File: src/rtl/div_pkg.sv
// Shared definitions for the sequential divider: FSM state encoding and the
// counter-width helper used to size the bit counter.
package div_pkg;

  typedef enum logic [1:0] {
    IDLE = 2'd0,
    CALC = 2'd1,
    FIX  = 2'd2
  } state_e;

  // Number of bits needed to hold values 0 .. value-1.
  function automatic int clog2(input int value);
    int res;
    int v;
    res = 0;
    v   = value - 1;
    while (v > 0) begin
      res++;
      v = v >> 1;
    end
    return res;
  endfunction

endpackage

File: src/rtl/sub_cla.sv
// WIDTH-bit subtractor a - b computed as a + ~b + 1 with 4-bit carry-lookahead
// groups rippling group-to-group; cout high means no borrow.
module sub_cla #(
  parameter int WIDTH = 32
) (
  input  logic [WIDTH-1:0] a_i,
  input  logic [WIDTH-1:0] b_i,
  output logic [WIDTH-1:0] diff_o,
  output logic             cout_o
);

  localparam int NGRP = (WIDTH + 3) / 4;
  localparam int WPAD = NGRP * 4;

  logic [WPAD-1:0] g;
  logic [WPAD-1:0] p;
  logic [WPAD-1:0] d;
  logic [WPAD:0]   c;

  // NOTE: every variable assigned in this block gets a value on every pass
  // before it is read, so no latch is inferred.
  always_comb begin
    g    = WPAD'(a_i) & WPAD'(~b_i);
    p    = WPAD'(a_i) ^ WPAD'(~b_i);
    c    = '0;
    c[0] = 1'b1;
    for (int k = 0; k < NGRP; k++) begin
      c[4*k+1] = g[4*k]
               | (p[4*k] & c[4*k]);
      c[4*k+2] = g[4*k+1]
               | (p[4*k+1] & g[4*k])
               | (p[4*k+1] & p[4*k] & c[4*k]);
      c[4*k+3] = g[4*k+2]
               | (p[4*k+2] & g[4*k+1])
               | (p[4*k+2] & p[4*k+1] & g[4*k])
               | (p[4*k+2] & p[4*k+1] & p[4*k] & c[4*k]);
      c[4*k+4] = g[4*k+3]
               | (p[4*k+3] & g[4*k+2])
               | (p[4*k+3] & p[4*k+2] & g[4*k+1])
               | (p[4*k+3] & p[4*k+2] & p[4*k+1] & g[4*k])
               | (p[4*k+3] & p[4*k+2] & p[4*k+1] & p[4*k] & c[4*k]);
    end
    d = p ^ c[WPAD-1:0];
  end

  assign diff_o = d[WIDTH-1:0];
  assign cout_o = c[WIDTH];

endmodule

File: src/rtl/div32_seq.sv
// Iterative restoring divider: one quotient bit per cycle, signed or unsigned,
// with sign fix-up and divide-by-zero handling in a final FIX cycle.
module div32_seq
  import div_pkg::*;
#(
  parameter int WIDTH = 32
) (
  input  logic             clk,
  input  logic             rst_n,
  input  logic             start,
  input  logic             is_signed,
  input  logic [WIDTH-1:0] dividend,
  input  logic [WIDTH-1:0] divisor,
  output logic             busy,
  output logic             done,
  output logic [WIDTH-1:0] quotient,
  output logic [WIDTH-1:0] remainder,
  output logic             div_zero
);

  localparam int CW = clog2(WIDTH);

  state_e           state_q;
  logic [CW-1:0]    cnt_q;
  logic [WIDTH-1:0] dvd_q;
  logic [WIDTH-1:0] dvs_q;
  logic [WIDTH-1:0] rem_q;
  logic             neg_quot_q;
  logic             neg_rem_q;
  logic             dz_q;
  logic             done_q;
  logic             div_zero_q;
  logic [WIDTH-1:0] quot_out_q;
  logic [WIDTH-1:0] rem_out_q;

  logic [WIDTH-1:0] main_a;
  logic [WIDTH-1:0] main_b;
  logic [WIDTH-1:0] main_diff;
  logic             main_cout;
  logic [WIDTH-1:0] aux_b;
  logic [WIDTH-1:0] aux_diff;
  logic             aux_cout;
  logic [WIDTH-1:0] shifted;
  logic             q_bit;
  logic [WIDTH-1:0] dvd_abs;
  logic [WIDTH-1:0] dvs_abs;

  // Main subtractor: negates the dividend in IDLE, forms the trial difference
  // in CALC and negates the quotient in FIX.
  always_comb begin
    main_a = '0;
    main_b = dividend;
    case (state_q)
      CALC: begin
        main_a = shifted;
        main_b = dvs_q;
      end
      FIX:     main_b = dvd_q;
      default: ;
    endcase
  end

  // Aux subtractor computes 0 - b: negates the divisor in IDLE (its carry-out
  // is set exactly when the divisor is zero) and the remainder in FIX.
  assign aux_b = (state_q == IDLE) ? divisor : rem_q;

  sub_cla #(.WIDTH(WIDTH)) u_sub_main (
    .a_i    (main_a),
    .b_i    (main_b),
    .diff_o (main_diff),
    .cout_o (main_cout)
  );

  sub_cla #(.WIDTH(WIDTH)) u_sub_aux (
    .a_i    ('0),
    .b_i    (aux_b),
    .diff_o (aux_diff),
    .cout_o (aux_cout)
  );

  assign shifted = {rem_q[WIDTH-2:0], dvd_q[WIDTH-1]};
  // The remainder MSB shifted out means the true trial value is >= 2^WIDTH,
  // which always exceeds the divisor, so the subtraction must succeed.
  assign q_bit   = main_cout | rem_q[WIDTH-1];
  assign dvd_abs = (is_signed & dividend[WIDTH-1]) ? main_diff : dividend;
  assign dvs_abs = (is_signed & divisor[WIDTH-1])  ? aux_diff  : divisor;

  // NOTE: sequential state uses non-blocking assignments so every register
  // samples the values from before this edge, independent of statement order.
  always_ff @(posedge clk or negedge rst_n) begin
    if (!rst_n) begin
      state_q    <= IDLE;
      cnt_q      <= '0;
      dvd_q      <= '0;
      dvs_q      <= '0;
      rem_q      <= '0;
      neg_quot_q <= 1'b0;
      neg_rem_q  <= 1'b0;
      dz_q       <= 1'b0;
      done_q     <= 1'b0;
      div_zero_q <= 1'b0;
      quot_out_q <= '0;
      rem_out_q  <= '0;
    end else begin
      done_q <= 1'b0;
      case (state_q)
        IDLE: begin
          if (start) begin
            dz_q       <= aux_cout;
            dvd_q      <= aux_cout ? dividend : dvd_abs;
            dvs_q      <= dvs_abs;
            rem_q      <= '0;
            neg_quot_q <= is_signed & (dividend[WIDTH-1] ^ divisor[WIDTH-1]);
            neg_rem_q  <= is_signed & dividend[WIDTH-1];
            cnt_q      <= CW'(WIDTH - 1);
            state_q    <= aux_cout ? FIX : CALC;
          end
        end
        CALC: begin
          rem_q <= q_bit ? main_diff : shifted;
          dvd_q <= {dvd_q[WIDTH-2:0], q_bit};
          cnt_q <= cnt_q - 1'b1;
          if (cnt_q == '0) begin
            state_q <= FIX;
          end
        end
        FIX: begin
          if (dz_q) begin
            quot_out_q <= '1;
            rem_out_q  <= dvd_q;
          end else begin
            quot_out_q <= neg_quot_q ? main_diff : dvd_q;
            rem_out_q  <= neg_rem_q  ? aux_diff  : rem_q;
          end
          div_zero_q <= dz_q;
          done_q     <= 1'b1;
          state_q    <= IDLE;
        end
        default: state_q <= IDLE;
      endcase
    end
  end

  assign busy      = (state_q != IDLE);
  assign done      = done_q;
  assign quotient  = quot_out_q;
  assign remainder = rem_out_q;
  assign div_zero  = div_zero_q;

endmodule

File: config.mk
export PLATFORM = sky130hd
export DESIGN_NAME = div32_seq
export DESIGN_NICKNAME = d
export VERILOG_FILES = /design/src/rtl/div_pkg.sv /design/src/rtl/sub_cla.sv /design/src/rtl/div32_seq.sv
export SDC_FILE = /design/constraint.sdc
export NUM_CORES = 1
export LEC_CHECK = 0
export ABC_CLOCK_PERIOD_IN_PS = 3900
export BUFFER_PORTS_ARGS = -buffer_cell sky130_fd_sc_hd__buf_2
export CAP_MARGIN = 25
export CORE_ASPECT_RATIO = 2
export CORE_MARGIN = 2
export CORE_UTILIZATION = 55
export CTS_BUF_LIST = sky130_fd_sc_hd__clkbuf_16
export DETAILED_ROUTE_END_ITERATION = 8
export PLACE_DENSITY = 0.89
export SLEW_MARGIN = 0
export SYNTH_ARGS = -nofsm -noshare
export SYNTH_HDL_FRONTEND = slang
export SYNTH_HIERARCHICAL = 1
export SYNTH_SLANG_ARGS = --single-unit
File: constraint.sdc
create_clock -name clk -period 3.9 [get_ports clk]
set_clock_uncertainty 0.2 [all_clocks]
set_input_delay 0.78 -clock clk [delete_from_list [all_inputs] [get_ports clk]]
set_output_delay 0.78 -clock clk [all_outputs]
set_load 0.01 [all_outputs]
==> results of run 1 <==
==> metrics by stage <==
step                  util  instances  setup slack, ns  hold slack [ns]  cell area [µm²]
CTS                 0.7313       2075          -0.2212           0.2413            17060
detailed placement  0.6572       1990          -0.3959           0.2717            15330
global placement    0.6572       1990          -0.3150           0.2633            15330
floorplan                -       1491         -0.02940           0.2502            13420
==> cell families after synthesis <==
family	after synthesis	share of synthesized area
AOI/OAI and AO/OA	355	0.1667
adders and majority gates	84	0.08851
xor gates and xnor gates	41	0.02749
muxes	252	0.1993
DFF	172	0.3295
and+or+nand+nor	343	0.1231
other	1	0.0002871
buffers and inverters	204	0.06513
==> cells in the mapped netlist, types with 32 or more instances <==
cell      instances
and2_1           35
xnor2_1          37
nor2_1           91
clkbuf_1         42
inv_1           121
ha_1             70
dfrtp_1         172
a21oi_1         131
nand2_1         129
o21ai_0         111
mux2_2           65
a22oi_1          33
buf_2            32
mux2i_1         187
nand2b_1         33
==> routing by layer <==
metal | track usage | overflow
met3 | 0.3537 | 0
met1 | 0.5607 | 0
met2 | 0.7719 | 35
met5 | 0.02020 | 0
met4 | 0.5905 | 35
==> timing repair <==
| action | 4_1_cts |
|---|---|
| setup endpoints to repair | 94 |
| setup buffers | 49 |
| gates cloned | 6 |
| pin swaps | 45 |
| gates resized for setup | 128 |
==> flow_metrics.py, run 1 <==
metrics = {
    "synthesis": {
        "synthCells": 1452,
        "avgSynthCellArea_um2": 8.996,
        "ys_ff_latch": 172,
        "yosysTopAreaCellShare": 0.3295,
        "syn-cell-area_um2": 13060,
        "synthTopCellsByArea": "dfrtp_1, mux2i_1, ha_1",
        "synth_top_flop_cell": "dfrtp_1",
        "synth_top_area_cell": "dfrtp_1",
        "netlist-cell-type-count": 63,
        "yosysWarnings": 6,
        "synth_edf_count": 0,
        "synth-seq-area-share": 0.3295,
        "async_reset_ff_frac": 1.000,
    },
    "clock_tree": {
        "cts_sinks": 172,
        "htree_levels": 4,
        "cts_hold_buf": 0,
        "cts_max_path_buffers": 2,
        "root_buffer": "clkbuf_16",
        "cts_buffers": 17,
    },
    "status": {
        "status": "aborted with a tool error",
        "toolErrorMsg": "[ERROR GRT-0232] Routing congestion too high. Check the congestion heatmap in the GUI.",
        "haltStage": "global routing",
    },
    "placement": {
        "place.gp.congestion": 0.9871,
        "dp_hpwl_mm": 31.16,
        "portBuffers": 134,
    },
    "floorplanning": {
        "die_x_um": 113.0,
        "die-height_um": 221.9,
        "start_util": 0.5600,
        "ios": 135,
        "rows": 79,
    },
    "grt": {
        "grt_max_degree": 95,
        "grt_usage": 0.5686,
        "gr-total-overflow": 70,
    },
}
==> run 2, diff against run 1 <==
ABC_CLOCK_PERIOD_IN_PS = 5050   (was 3900)
CORE_ASPECT_RATIO = default   (was 2)
CORE_UTILIZATION = 40   (was 55)
CTS_BUF_LIST = default   (was sky130_fd_sc_hd__clkbuf_16)
PLACE_DENSITY = default   (was 0.89)
PLACE_DENSITY_LB_ADDON = 0.15   (was default)
clock period = 5.05 ns   (was 3.9 ns; I/O delays follow)
==> flow_metrics.py, run 2 <==
metrics = {
    "status": {
        "status": "finished, final reports clean",
    },
    "setup_path": {
        "cpPeakStageDelay_ns": 0.50,
        "crit_path_max_fanout": 35,
        "r2r_setup_slack_ns": 0.37,
        "r2r_cells": 18,
        "start_kind": "flip-flop",
        "endpoint_kind": "flip-flop",
        "r2r_end": "rem_q[14]",
        "worstSetupEndpoint": "rem_q[14]",
        "crit_type": "reg -> reg",
        "crit_path_top_delay_cell": "ha_4",
        "reg2reg_from": "state_q[0]",
        "cp_data_required_time_ns": 5.16,
        "crit_start": "state_q[0]",
        "crit_chain": "inv_1 > ha_4 > buf_12 > nor2_1 > a21oi_1 > inv_1 > ha_1 > and3_1 > and2_1 > a221o_1 > o21ai_0 > a21oi_2 > o41ai_2 > o21bai_1 > nor2_4 > buf_4 > mux2i_1 > o21ai_0",
        "critPathArrivalTime_ns": 4.78,
    },
    "hold_path": {
        "hold_path.class": "in -> async",
    },
    "sta": {
        "setup_ws_ns": 0.3709,
        "setup_viol": 0,
        "slew_headroom": 0.3715,
        "final.min_clock_period_ns": 4.679,
        "finalHoldViolCount": 0,
        "worst_slew_pin_slew_ns": 0.9418,
        "fmax_mhz": 213.7,
        "period_share": 0.9266,
        "slew_viol_final": 0,
    },
    "floorplanning": {
        "ios": 135,
        "coreArea_um2": 32370,
        "dieArea_um2": 34120,
        "die-height_um": 184.7,
        "die_x_um": 184.7,
        "rows": 66,
        "start_util": 0.4035,
    },
    "clock_tree": {
        "clkTransAtPathRegs_ns": 0.07,
        "htree_levels": 4,
        "cts_max_path_buffers": 2,
        "cts_buffers": 17,
        "clkLatencyLatePin_ns": 0.45,
        "cts_sinks": 172,
        "root_buffer": "clkbuf_16",
        "cts_tree": "done",
        "cts_hold_buf": 0,
    },
    "synthesis": {
        "synth_top_area_cell": "dfrtp_1",
        "avgSynthCellArea_um2": 8.996,
        "synth-seq-area-share": 0.3295,
        "synth_commonest_cells": "mux2i_1, dfrtp_1, a21oi_1, nand2_1, inv_1",
        "synthTopCellsByArea": "dfrtp_1, mux2i_1, ha_1",
        "yosysMostFrequentCell": "mux2i_1",
        "synthCells": 1452,
        "syn-cell-area_um2": 13060,
        "synth_edf_count": 0,
        "yosysWarnings": 6,
        "async_reset_ff_frac": 1.000,
        "ys_ff_latch": 172,
        "yosysTopAreaCellShare": 0.3295,
        "synth_top_flop_cell": "dfrtp_1",
        "netlist-cell-type-count": 63,
    },
    "grt": {
        "grt_pass1_vias": 10610,
        "gr-total-overflow": 0,
        "antenna_found_initial": 0,
        "grt_usage": 0.2284,
        "grt_max_degree": 100,
        "grt_pass1_wl_mm": 60.42,
    },
    "power_and_ir_drop": {
        "irDropWorstVdd_mv": 0.3158,
        "p_per_area_nw_per_um2": 638.3,
        "leakagePower_nw": 7.243,
    },
    "routing": {
        "wirelength_mm": 37.84,
        "drc": 0,
        "vias": 10770,
        "via_per_inst": 5.244,
        "routedWlPerCell_um": 18.43,
        "ant_nets": 0,
        "drtIter0Drc": 616,
        "drt_first_pass_iters": 5,
    },
    "final_layout": {
        "antenna_cells": 0,
        "nets": 1750,
        "final_cell_mix": "mux2i_1, dfrtp_1, buf_2",
        "finalNonFillerCells": 2053,
        "layout_commonest_cell": "mux2i_1",
        "syn2layout_area_growth_pct": 15.44,
        "drive_gt1_frac": 0.1906,
        "utilization": 0.4658,
    },
    "placement": {
        "place_ws_ns": 0.1559,
        "dp_cells": 2016,
        "dp_hpwl_mm": 27.12,
        "portBuffers": 134,
        "place.gp.congestion": 0.8479,
    },
    "flow_run": {
        "cap_violations": 0,
    },
}
## run 2: how the worst min path moves through the flow
stage,start,to,cells past startpoint
after floorplan,dvs_q[0],dvs_q[0],2
after CTS,dvs_q[22],dvs_q[22],2
after global routing,rst_n,cnt_q[2],1
after global placement,dvs_q[5],dvs_q[5],2
final,rst_n,cnt_q[2],1
after detailed placement,dvs_q[13],dvs_q[13],2
## run 2: final cells by class
type,instances,area [µm²]
Inverter,121,454.2
Fill cell,3201,17290
Multi-Input combinational cell,1115,8119
Sequential cell,172,4308
Clock inverter,8,57.56
Timing Repair Buffer,171,1076
Clock buffer,24,511.7
Tap cell,442,553.0
## run 2: what timing repair did
action                     CTS  global route
resized for setup            0             2
buffers inserted             0             4
setup endpoints to repair    0            33
## run 2: logic make-up after synthesis
kind of cell / synth area share
AOI/OAI and AO/OA: 0.1667
and+or+nand+nor: 0.1231
muxes: 0.1993
buffers and inverters: 0.06513
DFF: 0.3295
adders and majority gates: 0.08851
xor gates and xnor gates: 0.02749
other: 0.0002871
## run 2: power by group
part	internal [W]	switching, W	total, W
Combinational	0.00247	0.00356	0.00603
Sequential	0.00187	0.000416	0.00229
Clock	0.000709	0.000600	0.00131
## run 2: worst max-delay path, delay by kind of cell (launching register included)
family,cells,cell delay (ns)
simple gates,4,0.57
flops,1,0.41
fa+ha+maj,2,0.81
compound gates,7,1.49
buf+inv,4,0.80
mux,1,0.24
## run 2: through the flow
stage	power (W)	area (µm²)	hold slack (ns)	setup TNS, ns
finish	0.009626	15080	0.1504	0
global route	0.01046	15080	0.1381	-0.0002540
CTS	0.009555	14990	0.2871	0
detailed placement	0.008202	14420	0.2707	0
global placement	0.008113	14390	0.2626	0
floorplan	0.006476	13210	0.2502	0
## run 2: routing by layer
| layer | global-route usage | vias to the layer above | share of wire |
|---|---|---|---|
| met2 | 0.3656 | 254 | 0.46 |
| li1 | - | 5304 | - |
| met3 | 0.03082 | 27 | 0.042 |
| met5 | 0 | - | 0 |
| met4 | 0.05778 | 0 | 0.014 |
| met1 | 0.3252 | 5181 | 0.49 |
Note: power is estimated with default switching activity, not from simulation.
==> run 3, diff against run 2 <==
CTS_CLUSTER_DIAMETER = 200   (was default)
GPL_TIMING_DRIVEN = 0   (was default)
==> flow_metrics.py, run 3 (synthesized netlist as in run 2, its figures left out) <==
metrics = {
    "floorplanning": {
        "coreArea_um2": 32370,
        "start_util": 0.4035,
        "rows": 66,
        "die_x_um": 184.7,
        "ios": 135,
        "dieArea_um2": 34120,
        "die-height_um": 184.7,
    },
    "setup_path": {
        "crit_path_max_fanout": 10,
        "cp_num_buf_inv": 3,
        "crit_type": "reg -> reg",
        "crit_path_top_delay_cell": "or4_4",
        "critPathArrivalTime_ns": 5.11,
        "cp_data_required_time_ns": 5.15,
        "endpoint_kind": "flip-flop",
        "start_kind": "flip-flop",
        "cpMostUsedCell": "buf_4",
        "cpPeakStageDelay_ns": 0.64,
        "crit_family": "compound AO/OA/AOI/OAI gates",
        "crit_chain": "inv_1 > ha_2 > buf_4 > mux2_2 > ha_1 > o21a_4 > o22ai_2 > or4_4 > a211o_2 > a21oi_4 > o41ai_2 > o21bai_2 > nand3b_1 > buf_4 > mux2i_1 > a21oi_1",
    },
    "hold_path": {
        "hold_path.class": "in -> async",
    },
    "sta": {
        "worst_slew_pin_slew_ns": 0.8489,
        "slew_headroom": 0.4340,
        "setup_ws_ns": 0.04111,
        "rsz0062_at_grt": "true",
        "finalHoldViolCount": 0,
        "setup_viol": 0,
        "final.min_clock_period_ns": 5.009,
        "period_share": 0.9919,
        "fin_hold_ws_ns": 0.2861,
        "slew_viol_final": 0,
        "fmax_mhz": 199.6,
    },
    "routing": {
        "drt_first_pass_iters": 6,
        "drc": 0,
        "ant_nets": 0,
        "vias": 11410,
        "routedWlPerCell_um": 20.44,
        "via_per_inst": 5.430,
        "drtIter0Drc": 838,
        "wirelength_mm": 42.96,
    },
    "clock_tree": {
        "cts_buffers": 17,
        "root_buffer": "clkbuf_16",
        "clkTransAtPathRegs_ns": 0.07,
        "clkLatencyLatePin_ns": 0.45,
        "cts_max_path_buffers": 2,
        "htree_levels": 4,
        "cts_sinks": 172,
        "cts_tree": "done",
        "cts_hold_buf": 0,
    },
    "power_and_ir_drop": {
        "combPwrFrac": 0.633,
        "p_switching_w": 0.004875,
        "leakagePower_nw": 7.362,
        "clockPowerShare": 0.144,
        "switching_share": 0.4863,
        "p_int_w": 0.005150,
        "seq_power_share": 0.223,
        "p_per_area_nw_per_um2": 658.9,
        "irDropWorstVdd_mv": 0.3785,
    },
    "final_layout": {
        "layout_commonest_cell": "mux2i_1",
        "antenna_cells": 0,
        "nets": 1799,
        "drive_gt1_frac": 0.1910,
        "nFillCells": 3288,
        "finalNonFillerCells": 2102,
        "syn2layout_area_growth_pct": 16.47,
        "final_cell_mix": "mux2i_1, dfrtp_1, buf_2",
    },
    "grt": {
        "grt_pass1_vias": 11500,
        "grt_pass1_wl_mm": 66.30,
        "grt_usage": 0.2593,
        "gr-total-overflow": 0,
        "antenna_found_initial": 0,
        "grt_max_degree": 113,
    },
    "placement": {
        "portBuffers": 134,
        "dp_hpwl_mm": 31.59,
        "dp_cells": 2068,
        "place_ws_ns": -0.5644,
        "place.gp.congestion": 0.8845,
    },
    "flow_run": {
        "cap_violations": 0,
    },
    "status": {
        "status": "finished, final reports clean",
    },
}
## run 3: layer usage
layer,vias to the layer above,routed length (µm),track usage
met2,415,19600,0.4192
li1,5406,-,-
met3,76,2457,0.04149
met5,-,0,0
met4,0,1457,0.09048
met1,5517,19440,0.3520
## run 3: path summary, 6_finish.rpt
check / slack [ns] / cells after the start / from / end
max in group asynchronous: 3.37 / 2 / rst_n / remainder[17]
worst max-delay path: 0.04 / 16 / state_q[0] / dvd_q[16]
worst min-delay path: 0.29 / 1 / rst_n / remainder[30]
min in group clk: 0.29 / 2 / dvs_q[25] / dvs_q[25]
worst min register to register: 0.29 / 2 / dvs_q[25] / dvs_q[25]
worst max register to register: 0.04 / 16 / state_q[0] / dvd_q[16]
## run 3: what timing repair did
action	in CTS	in global routing
resized for setup	20	16
endpoints found under the hold margin	0	0
setup endpoints to repair	77	66
pin swaps	0	1
buffers inserted	0	3
## run 3: per-stage QoR
step           total power [W]  instance area, µm²  setup TNS, ns  utilization
5_1_grt                0.01077               15210         -1.004       0.4700
2_1_floorplan         0.006476               13210              0            -
6_report               0.01002               15210              0       0.4700
4_1_cts               0.009904               15140              0       0.4676
3_5_place_dp          0.008396               14470         -26.33       0.4470
3_3_place_gp          0.008293               14430         -76.84       0.4458
## run 3: power groups by stage
stage	Clock, W	Sequential, W	Combinational [W]
floorplan	0	0.00225	0.00422
global placement	0	0.00224	0.00605
detailed placement	0	0.00225	0.00614
CTS	0.00147	0.00223	0.00621
global route	0.00151	0.00230	0.00695
finish	0.00144	0.00223	0.00635
## run 3: cell type report
type | instances | area [µm²] | share of cell area
inverters | 121 | 454.2 | 0.02985
well taps | 442 | 553.0 | 0.03635
clock buffers | 21 | 470.5 | 0.03092
clock inverters | 11 | 158.9 | 0.01044
repair buffers | 138 | 730.7 | 0.04803
plain buffers | 82 | 445.4 | 0.02928
multi-input cells | 1115 | 8097 | 0.5322
flip-flops and latches | 172 | 4304 | 0.2829
==> run 4, diff against run 3 <==
ABC_CLOCK_PERIOD_IN_PS = 6200   (was 5050)
clock period = 6.2 ns   (was 5.05 ns; I/O delays follow)
==> flow_metrics.py, run 4 (synthesized netlist as in run 2, its figures left out) <==
metrics = {
    "grt": {
        "antenna_found_initial": 0,
        "grt_max_degree": 113,
        "gr-total-overflow": 0,
        "grt_usage": 0.2592,
        "grt_pass1_vias": 11490,
        "grt_pass1_wl_mm": 66.24,
    },
    "setup_path": {
        "critPathArrivalTime_ns": 5.95,
        "endpoint_kind": "flip-flop",
        "r2r_cells": 19,
        "crit_path_max_fanout": 10,
        "start_kind": "flip-flop",
        "crit_type": "reg -> reg",
        "cp_data_required_time_ns": 6.30,
    },
    "power_and_ir_drop": {
        "leakagePower_nw": 7.286,
        "irDropWorstVdd_mv": 0.3067,
        "p_per_area_nw_per_um2": 536.4,
    },
    "floorplanning": {
        "die-height_um": 184.7,
        "dieArea_um2": 34120,
        "ios": 135,
        "die_x_um": 184.7,
        "coreArea_um2": 32370,
        "rows": 66,
        "start_util": 0.4035,
    },
    "clock_tree": {
        "cts_hold_buf": 0,
        "cts_sinks": 172,
        "cts_setup_buffers": 0,
        "root_buffer": "clkbuf_16",
        "clkTransAtPathRegs_ns": 0.07,
        "cts_max_path_buffers": 2,
        "cts_buffers": 17,
        "cts_tree": "done",
        "ctsResizeCount": 0,
        "htree_levels": 4,
        "clkLatencyLatePin_ns": 0.45,
    },
    "hold_path": {
        "hold_path.class": "reg -> reg",
        "whs_path_depth": 2,
    },
    "final_layout": {
        "antenna_cells": 0,
        "finalNonFillerCells": 2100,
        "final_cell_mix": "mux2i_1, dfrtp_1, buf_2",
        "nets": 1797,
        "drive_gt1_frac": 0.1797,
        "layout_commonest_cell": "mux2i_1",
        "syn2layout_area_growth_pct": 15.59,
        "fin_area_um2": 15100,
    },
    "routing": {
        "ant_nets": 0,
        "via_per_inst": 5.394,
        "vias": 11330,
        "wirelength_mm": 42.97,
        "routedWlPerCell_um": 20.46,
        "drc": 0,
        "drtIter0Drc": 870,
        "drt_first_pass_iters": 6,
    },
    "sta": {
        "setup_ws_ns": 0.3594,
        "setup_viol": 0,
        "fin_hold_ws_ns": 0.2865,
        "slew_viol_final": 0,
        "final.min_clock_period_ns": 5.841,
        "setup_tns_ns": 0,
        "rsz0062_at_grt": "false",
        "finalHoldViolCount": 0,
        "fmax_mhz": 171.2,
        "worst_slew_pin_slew_ns": 1.020,
        "period_share": 0.9420,
        "slew_headroom": 0.3203,
    },
    "flow_run": {
        "cap_violations": 0,
    },
    "placement": {
        "portBuffers": 134,
        "place_ws_ns": 0.5856,
        "post_dp_cell_area_um2": 14470,
        "dp_cells": 2068,
        "dp_hpwl_mm": 31.59,
        "place.gp.congestion": 0.8845,
    },
    "status": {
        "status": "finished, final reports clean",
    },
}
run 4: changes by cell type in the layout (fill, tap and decap cells not counted), moves of 2 or more:
cell / change
buf_2: +10
clkbuf_1: +10
buf_4: -9
clkbuf_2: -7
clkbuf_4: -5
a21oi_1: +2
buf_6: -2
o21bai_1: +2
o21bai_2: -2
run 4: metal layers:
metal | part of all wire | track usage | routed length, µm
met1 | 0.46 | 0.3516 | 19670
met2 | 0.46 | 0.4194 | 19580
met4 | 0.032 | 0.09079 | 1385
met3 | 0.054 | 0.04090 | 2331
met5 | 0 | 0 | 0
run 4: path summary, 6_finish.rpt:
check	start	end	slack, ns
max	state_q[0]	rem_q[14]	0.36
min	dvs_q[10]	dvs_q[10]	0.29
max reg2reg	state_q[0]	rem_q[14]	0.36
min reg2reg	dvs_q[10]	dvs_q[10]	0.29
max in group asynchronous	rst_n	remainder[17]	4.29
min in group asynchronous	rst_n	remainder[30]	0.52
run 4: final cells by class:
type	count	area (µm²)
buffer	83	396.6
clock buffer	21	470.5
clock inverter	11	158.9
fill	3304	17270
inverter	121	454.2
multi-input combinational	1115	8054
sequential	172	4304
tap	442	553.0
timing repair buffer	135	708.2
run 4: through the flow:
stage,power (W),utilization
2_1_floorplan,0.005275,-
3_3_place_gp,0.006755,0.4458
3_5_place_dp,0.006839,0.4470
4_1_cts,0.008040,0.4665
5_1_grt,0.008701,0.4665
6_report,0.008099,0.4665
run 4: report_power, final:
part           internal (W)  switching [W]  total, W
registers           0.00153       0.000294   0.00182
logic               0.00194        0.00316   0.00510
clock network      0.000674       0.000506   0.00118
total               0.00414        0.00396   0.00810
run 4: worst max-delay path, cell delays in order, from the launching register on:
cell      delay [ns]
dfrtp_1         0.39
inv_1           0.09
ha_1            0.27
clkbuf_1        0.69
clkbuf_1        0.73
nor2_1          0.12
a21oi_1         0.14
inv_1           0.05
ha_1            0.20
or3_1           0.40
o22ai_2         0.26
or4_4           0.22
a211o_1         0.21
a21oi_2         0.10
o41ai_2         0.35
o21bai_1        0.17
nor2_2          0.32
buf_2           0.42
mux2i_1         0.26
o21ai_0         0.09
